==> src/rtl/vga_sync_generator_pkg.sv <==
// Shared definitions for the VGA sync generator: axis region encoding and the
// default 640x480 @ 60 Hz timing constants.
package vga_sync_generator_pkg;

  // Horizontal and vertical scans walk the same four regions in the same order.
  typedef enum logic [1:0] {
    ST_ACTIVE = 2'd0,
    ST_FRONT  = 2'd1,
    ST_SYNC   = 2'd2,
    ST_BACK   = 2'd3
  } axis_state_t;

  localparam int DEF_COUNT_SIZE = 10;

  localparam int DEF_H_VISIBLE  = 640;
  localparam int DEF_H_FRONT    = 16;
  localparam int DEF_H_SYNC_LEN = 96;
  localparam int DEF_H_BACK     = 48;

  localparam int DEF_V_VISIBLE  = 480;
  localparam int DEF_V_FRONT    = 10;
  localparam int DEF_V_SYNC_LEN = 2;
  localparam int DEF_V_BACK     = 33;

endpackage

==> src/rtl/vga_sync_generator_sync_axis_counter.sv <==
// One scan axis: a wrapping position counter plus the active/front/sync/back
// region FSM. Every region length must be at least 1.
module sync_axis_counter
  import vga_sync_generator_pkg::*;
#(
  parameter int CountSize = DEF_COUNT_SIZE
) (
  input  logic                 Clock,
  input  logic                 Reset,
  input  logic                 enable,
  input  logic [CountSize-1:0] visible_len,
  input  logic [CountSize-1:0] front_len,
  input  logic [CountSize-1:0] sync_len,
  input  logic [CountSize-1:0] back_len,
  output logic [CountSize-1:0] count,
  output axis_state_t          state,
  output axis_state_t          state_next,
  output logic                 wrap
);

  localparam logic [CountSize-1:0] ONE = CountSize'(1);

  logic [CountSize-1:0] last_active;
  logic [CountSize-1:0] last_front;
  logic [CountSize-1:0] last_sync;
  logic [CountSize-1:0] last_back;
  logic [CountSize-1:0] count_next;

  always_comb begin
    last_active = visible_len - ONE;
    last_front  = last_active + front_len;
    last_sync   = last_front + sync_len;
    last_back   = last_sync + back_len;
  end

  always_ff @(posedge Clock or negedge Reset) begin
    if (!Reset) begin
      count <= '0;
      state <= ST_ACTIVE;
    end else begin
      count <= count_next;
      state <= state_next;
    end
  end

  // A region is left on the enable where the counter sits on its last count.
  always_comb begin
    count_next = count;
    state_next = state;
    if (enable) begin
      count_next = wrap ? '0 : count + ONE;
      case (state)
        ST_ACTIVE: if (count == last_active) state_next = ST_FRONT;
        ST_FRONT:  if (count == last_front)  state_next = ST_SYNC;
        ST_SYNC:   if (count == last_sync)   state_next = ST_BACK;
        ST_BACK:   if (count == last_back)   state_next = ST_ACTIVE;
        default:   state_next = ST_ACTIVE;
      endcase
    end
  end

  always_comb begin
    wrap = (count == last_back);
  end

endmodule

==> src/rtl/vga_sync_generator.sv <==
// VGA sync/timing generator driven by the PixelClock square wave.
// Optional FrameCount output enabled with `define VGA_FRAME_COUNT_EN.
module vga_sync_generator
  import vga_sync_generator_pkg::*;
#(
  parameter int CountSize = DEF_COUNT_SIZE,
  parameter int HVisible  = DEF_H_VISIBLE,
  parameter int HFront    = DEF_H_FRONT,
  parameter int HSyncLen  = DEF_H_SYNC_LEN,
  parameter int HBack     = DEF_H_BACK,
  parameter int VVisible  = DEF_V_VISIBLE,
  parameter int VFront    = DEF_V_FRONT,
  parameter int VSyncLen  = DEF_V_SYNC_LEN,
  parameter int VBack     = DEF_V_BACK
) (
  input  logic                 Clock,
  input  logic                 Reset,
  input  logic                 PixelClock,
  output logic                 HSync,
  output logic                 VSync,
  output logic                 DisplayEnable,
  output logic [CountSize-1:0] PixelX,
  output logic [CountSize-1:0] PixelY,
  output logic                 LineStart,
  output logic                 FrameStart
`ifdef VGA_FRAME_COUNT_EN
  ,
  output logic [7:0]           FrameCount
`endif
);

  localparam logic [CountSize-1:0] H_VIS_LEN   = CountSize'(HVisible);
  localparam logic [CountSize-1:0] H_FRONT_LEN = CountSize'(HFront);
  localparam logic [CountSize-1:0] H_SYNC_LEN  = CountSize'(HSyncLen);
  localparam logic [CountSize-1:0] H_BACK_LEN  = CountSize'(HBack);
  localparam logic [CountSize-1:0] V_VIS_LEN   = CountSize'(VVisible);
  localparam logic [CountSize-1:0] V_FRONT_LEN = CountSize'(VFront);
  localparam logic [CountSize-1:0] V_SYNC_LEN  = CountSize'(VSyncLen);
  localparam logic [CountSize-1:0] V_BACK_LEN  = CountSize'(VBack);

  logic        pixel_clock_q;
  logic        tick;
  logic        h_wrap;
  logic        v_wrap;
  logic        line_wrap;
  logic        frame_wrap;
  axis_state_t h_state;
  axis_state_t h_state_next;
  axis_state_t v_state;
  axis_state_t v_state_next;

  assign tick       = PixelClock & ~pixel_clock_q;
  assign line_wrap  = tick & h_wrap;
  assign frame_wrap = line_wrap & v_wrap;

  sync_axis_counter #(.CountSize(CountSize)) u_h_axis (
    .Clock       (Clock),
    .Reset       (Reset),
    .enable      (tick),
    .visible_len (H_VIS_LEN),
    .front_len   (H_FRONT_LEN),
    .sync_len    (H_SYNC_LEN),
    .back_len    (H_BACK_LEN),
    .count       (PixelX),
    .state       (h_state),
    .state_next  (h_state_next),
    .wrap        (h_wrap)
  );

  sync_axis_counter #(.CountSize(CountSize)) u_v_axis (
    .Clock       (Clock),
    .Reset       (Reset),
    .enable      (line_wrap),
    .visible_len (V_VIS_LEN),
    .front_len   (V_FRONT_LEN),
    .sync_len    (V_SYNC_LEN),
    .back_len    (V_BACK_LEN),
    .count       (PixelY),
    .state       (v_state),
    .state_next  (v_state_next),
    .wrap        (v_wrap)
  );

  // pixel_clock_q resets high so a PixelClock held high at release is not a rise.
  always_ff @(posedge Clock or negedge Reset) begin
    if (!Reset) begin
      pixel_clock_q <= 1'b1;
      HSync         <= 1'b1;
      VSync         <= 1'b1;
      DisplayEnable <= 1'b1;
      LineStart     <= 1'b0;
      FrameStart    <= 1'b0;
    end else begin
      pixel_clock_q <= PixelClock;
      LineStart     <= line_wrap;
      FrameStart    <= frame_wrap;
      if (tick) begin
        HSync         <= (h_state_next != ST_SYNC);
        VSync         <= (v_state_next != ST_SYNC);
        DisplayEnable <= (h_state_next == ST_ACTIVE) && (v_state_next == ST_ACTIVE);
      end
    end
  end

`ifdef VGA_FRAME_COUNT_EN
  always_ff @(posedge Clock or negedge Reset) begin
    if (!Reset) begin
      FrameCount <= 8'd0;
    end else if (frame_wrap) begin
      FrameCount <= FrameCount + 8'd1;
    end
  end
`endif

  // The registered sync/enable outputs always agree with the region FSMs.
  a_outputs_track_state: assert property (@(posedge Clock) disable iff (!Reset)
    (HSync == (h_state != ST_SYNC)) && (VSync == (v_state != ST_SYNC)) &&
    (DisplayEnable == ((h_state == ST_ACTIVE) && (v_state == ST_ACTIVE))));

endmodule

==> config.mk <==
export PLATFORM = sky130hd
export DESIGN_NAME = vga_sync_generator
export DESIGN_NICKNAME = d
export VERILOG_FILES = /design/src/rtl/vga_sync_generator_pkg.sv /design/src/rtl/vga_sync_generator_sync_axis_counter.sv /design/src/rtl/vga_sync_generator.sv
export SDC_FILE = /design/constraint.sdc
export NUM_CORES = 1
export LEC_CHECK = 0
export ABC_AREA = 1
export BUFFER_PORTS_ARGS = -buffer_cell sky130_fd_sc_hd__buf_2
export CAP_MARGIN = 20
export CORE_ASPECT_RATIO = 0.6
export CORE_MARGIN = 4
export CORE_UTILIZATION = 40
export CTS_CLUSTER_DIAMETER = 30
export CTS_CLUSTER_SIZE = 20
export DETAILED_ROUTE_END_ITERATION = 12
export PLACE_DENSITY_LB_ADDON = 0.1
export SYNTH_ARGS = -nofsm -noshare
export SYNTH_HDL_FRONTEND = slang
export SYNTH_SLANG_ARGS = --single-unit
==> constraint.sdc <==
create_clock -name Clock -period 2.2 [get_ports Clock]
set_input_delay 0.44 -clock Clock [delete_from_list [all_inputs] [get_ports Clock]]
set_output_delay 0.44 -clock Clock [all_outputs]
set_load 0.02 [all_outputs]
==> impl_metrics.py <==
metrics = {
    "final_layout": {
        "final_net_count": 279,
        "n_fill_cell": 438,
        "register_area_sq_um": 756,
        "syn_to_final_growth_pct": 17.1,
        "cell_area_after_layout_sq_um": 2100,
        "multi_input_gate_area_in_the_final_layout_sq_um": 867,
        "antenna-diode-count": 0,
        "layout-drive-gt1-share_pct": 19.4,
    },
    "timing": {
        "maxClockFrequency_ghz": 0.596,
        "timing_worst_slew_pin_value_ns": 0.672,
        "final-max-slew-violation-count": 0,
        "layout_worst_path_cycle_share_pct": 76.2,
        "timing.final.hold_violations": 0,
        "timing.final.crit_period_ns": 1.68,
        "slew-limit-headroom_pct": 55.2,
        "grt_setup_unrepaired": "false",
        "timing.setup.tns_ns": 0,
        "setup_viol": 0,
        "post-route-worst-setup-slack_ns": 0.523,
        "clock-skew-final_ns": 0.0127,
    },
    "logic_synthesis": {
        "netlist_top_cells_area": "sky130_fd_sc_hd__dfrtp_1, sky130_fd_sc_hd__nand2_1, sky130_fd_sc_hd__inv_1",
        "synth_enable_flop_cells": 0,
        "synth_top_area_cell": "sky130_fd_sc_hd__dfrtp_1",
        "synth.top_cells.by_count": "sky130_fd_sc_hd__nand2_1, sky130_fd_sc_hd__inv_1, sky130_fd_sc_hd__nor2_1",
        "netlist_area_sq_um": 1790,
        "synth.lib_cells_used.distinct": 27,
        "synth_ff_type": "sky130_fd_sc_hd__dfrtp_1",
        "yosysWarnings": 0,
        "synthCells": 238,
        "yosys.cell_count.top_type": "sky130_fd_sc_hd__nand2_1",
        "synth_sequential_area_ratio_pct": 42.1,
        "share_of_yosys_cell_area_claimed_by_the_top_area_cell_type_pct": 36.3,
        "yosys_register_bits": 30,
        "async_reset_ff_share_pct": 100,
        "synth.net_count": 245,
        "synth_area_per_cell_sq_um": 7.54,
    },
    "clock_tree": {
        "clk_path_buf_depth": 2,
        "post_cts.resized_instances": 0,
        "cts_max_level": 2,
        "cts_root_buf": "sky130_fd_sc_hd__clkbuf_8",
        "post_cts_hold_buffer_count": 0,
        "clkSinkCount": 30,
        "worst_skew_pair.late_latency_ns": 0.28,
        "post-cts-setup-buffer-count": 0,
        "clk_transition_reported_paths_ns": 0.07,
        "tritoncts.num_buffers": 5,
        "tritoncts_clock_tree": "done",
    },
    "route": {
        "routed_wl_mm": 4.33,
        "initialDrtViolationCount": 147,
        "drt.antenna.violating_nets": 0,
        "wl_per_cell_um": 13.0,
        "firstDrtPassIters": 4,
        "route.detailed.drc": 0,
        "routed_via_density": 4.84,
        "routed-via-count": 1611,
    },
    "placement": {
        "dpl_cell_area_sq_um": 2010,
        "post-place-ws_ns": 0.405,
        "dpl_hpwl_mm": 3.27,
        "globalplace.congestion": 0.900,
        "buffer_ports.inserted": 27,
    },
    "grt": {
        "antenna_found_initial": 0,
        "grt_start_max_net_pins": 31,
        "grt_first_pass_wirelength_mm": 7.31,
        "number_of_global_route_vias_before_repair": 1441,
        "grt_util_all_layers_pct": 17.0,
        "globalRoute.totalOverflow": 0,
    },
    "worst_setup_path": {
        "crit_end_element": "flop",
        "timing.critical_path.required_ns": 2.42,
        "critical-path-slowest-cell": "sky130_fd_sc_hd__dfrtp_1",
        "path_common_cell": "sky130_fd_sc_hd__nand2_1",
        "worstPathMaxFanout": 9,
        "crit_path_max_incr_delay_ns": 0.46,
        "cp_num_buf_inv": 0,
        "path_class": "flop to flop",
        "cp_cell_sequence": "nor2_1 > nand2_1 > nor2_8 > nand3_4 > nor2_1 > nand3_1 > nand2_1 > nand2_1 > nand2_1",
        "worst_setup_start_kind": "flop",
        "cpLargestDelayFamily": "simple AND/OR/NAND/NOR gates",
        "worst-endpoint-arrival_ns": 1.89,
    },
    "pwr": {
        "ir_drop_uv": 261,
        "static_leak_nw": 1.16,
        "total_power_mw": 1.41,
        "pwrdens_nw_per_um2": 673,
    },
    "floorplanning": {
        "io-pin-count": 28,
        "num_rows": 18,
        "die_y_um": 59.9,
        "core_sq_um": 4210,
        "start_util_pct": 42.6,
        "die_w_um": 94.5,
        "die_area_sq_um": 5660,
    },
    "run_status": {
        "status": "completed",
    },
    "job": {
        "timing.max_cap.violations": 0,
    },
    "hold_path": {
        "min_path_type": "primary input to asynchronous set/reset pin",
    },
}
[cells by family after synthesis]
kind of cell               count (synthesis)  share of synthesized area (%)
AOI/OAI and AO/OA                         22                           6.83
xor gates and xnor gates                   5                           2.44
adders and majority gates                  4                           2.79
buffers and inverters                     45                           9.55
DFF                                       30                           42.1
and+or+nand+nor                          132                           36.3
[cell usage in the layout, fill, tap and decap left out, drive strengths merged, types with 7 or more instances in the layout]
master  count
nand2      52
inv        43
nor2       38
buf        29
nand3      27
dfrtp      26
o21ai      12
nand4       9
clkbuf      7
[stage by stage]
stage / instances / hold slack, ns / util, %
2_1_floorplan: 238 / 0.144 / -
6_report: 333 / 0.186 / 49.9
3_3_place_gp: 325 / 0.465 / 47.7
4_1_cts: 333 / 0.220 / 49.9
3_5_place_dp: 325 / 0.466 / 47.7
5_1_grt: 333 / 0.261 / 49.9
[metal layers]
metal	up-vias	track usage, %	share of wire (%)
li1	833	-	-
met1	725	28.8	57
met2	51	19.4	35
met3	2	5.03	7.2
met4	0	4.31	0.35
met5	-	0	0
[report_power, final]
part / leakage, nW / switching (mW) / internal (mW)
Combinational: 0.770 / 0.182 / 0.0884
Clock: 0.0482 / 0.219 / 0.252
Sequential: 0.343 / 0.0728 / 0.599
[layout make-up]
class | count | area share [%]
Clock buffer | 7 | 4.11
Clock inverter | 1 | 0.238
Sequential cell | 30 | 36.0
Timing Repair Buffer | 29 | 7.15
Tap cell | 60 | 3.57
Multi-Input combinational cell | 163 | 41.3
Inverter | 43 | 7.68
[worst reg2reg max path, stage by stage (launching register included)]
cell                      delay, ns
sky130_fd_sc_hd__dfrtp_1       0.46
sky130_fd_sc_hd__nor2_1        0.20
sky130_fd_sc_hd__nand2_1       0.16
sky130_fd_sc_hd__nor2_8        0.15
sky130_fd_sc_hd__nand3_4       0.14
sky130_fd_sc_hd__nor2_1        0.18
sky130_fd_sc_hd__nand3_1       0.10
sky130_fd_sc_hd__nand2_1       0.11
sky130_fd_sc_hd__nand2_1       0.06
sky130_fd_sc_hd__nand2_1       0.05
[worst paths after layout]
path                                   start                end  slack [ns]  cells past startpoint
setup / recovery           u_h_axis.count[7]      DisplayEnable        0.52                      9
hold / removal                         Reset         FrameStart        0.19                      1
setup reg to reg           u_h_axis.count[7]      DisplayEnable        0.52                      9
hold reg to reg                DisplayEnable      DisplayEnable        0.47                      2
max in group asynchronous              Reset  u_v_axis.state[1]        1.57                      1
min in group Clock                PixelClock      pixel_clock_q        0.29                      1
[flip-flops by register name, summed over array words and instances, names as in the netlist]
| name | cells |
|---|---|
| VSync | 1 |
| FrameStart | 1 |
| u_v_axis.state | 2 |
| u_h_axis.count | 10 |
| u_h_axis.state | 2 |
| u_v_axis.count | 10 |
| HSync | 1 |
| LineStart | 1 |
| DisplayEnable | 1 |
| pixel_clock_q | 1 |
No activity file was read; power rests on OpenSTA's default activity.
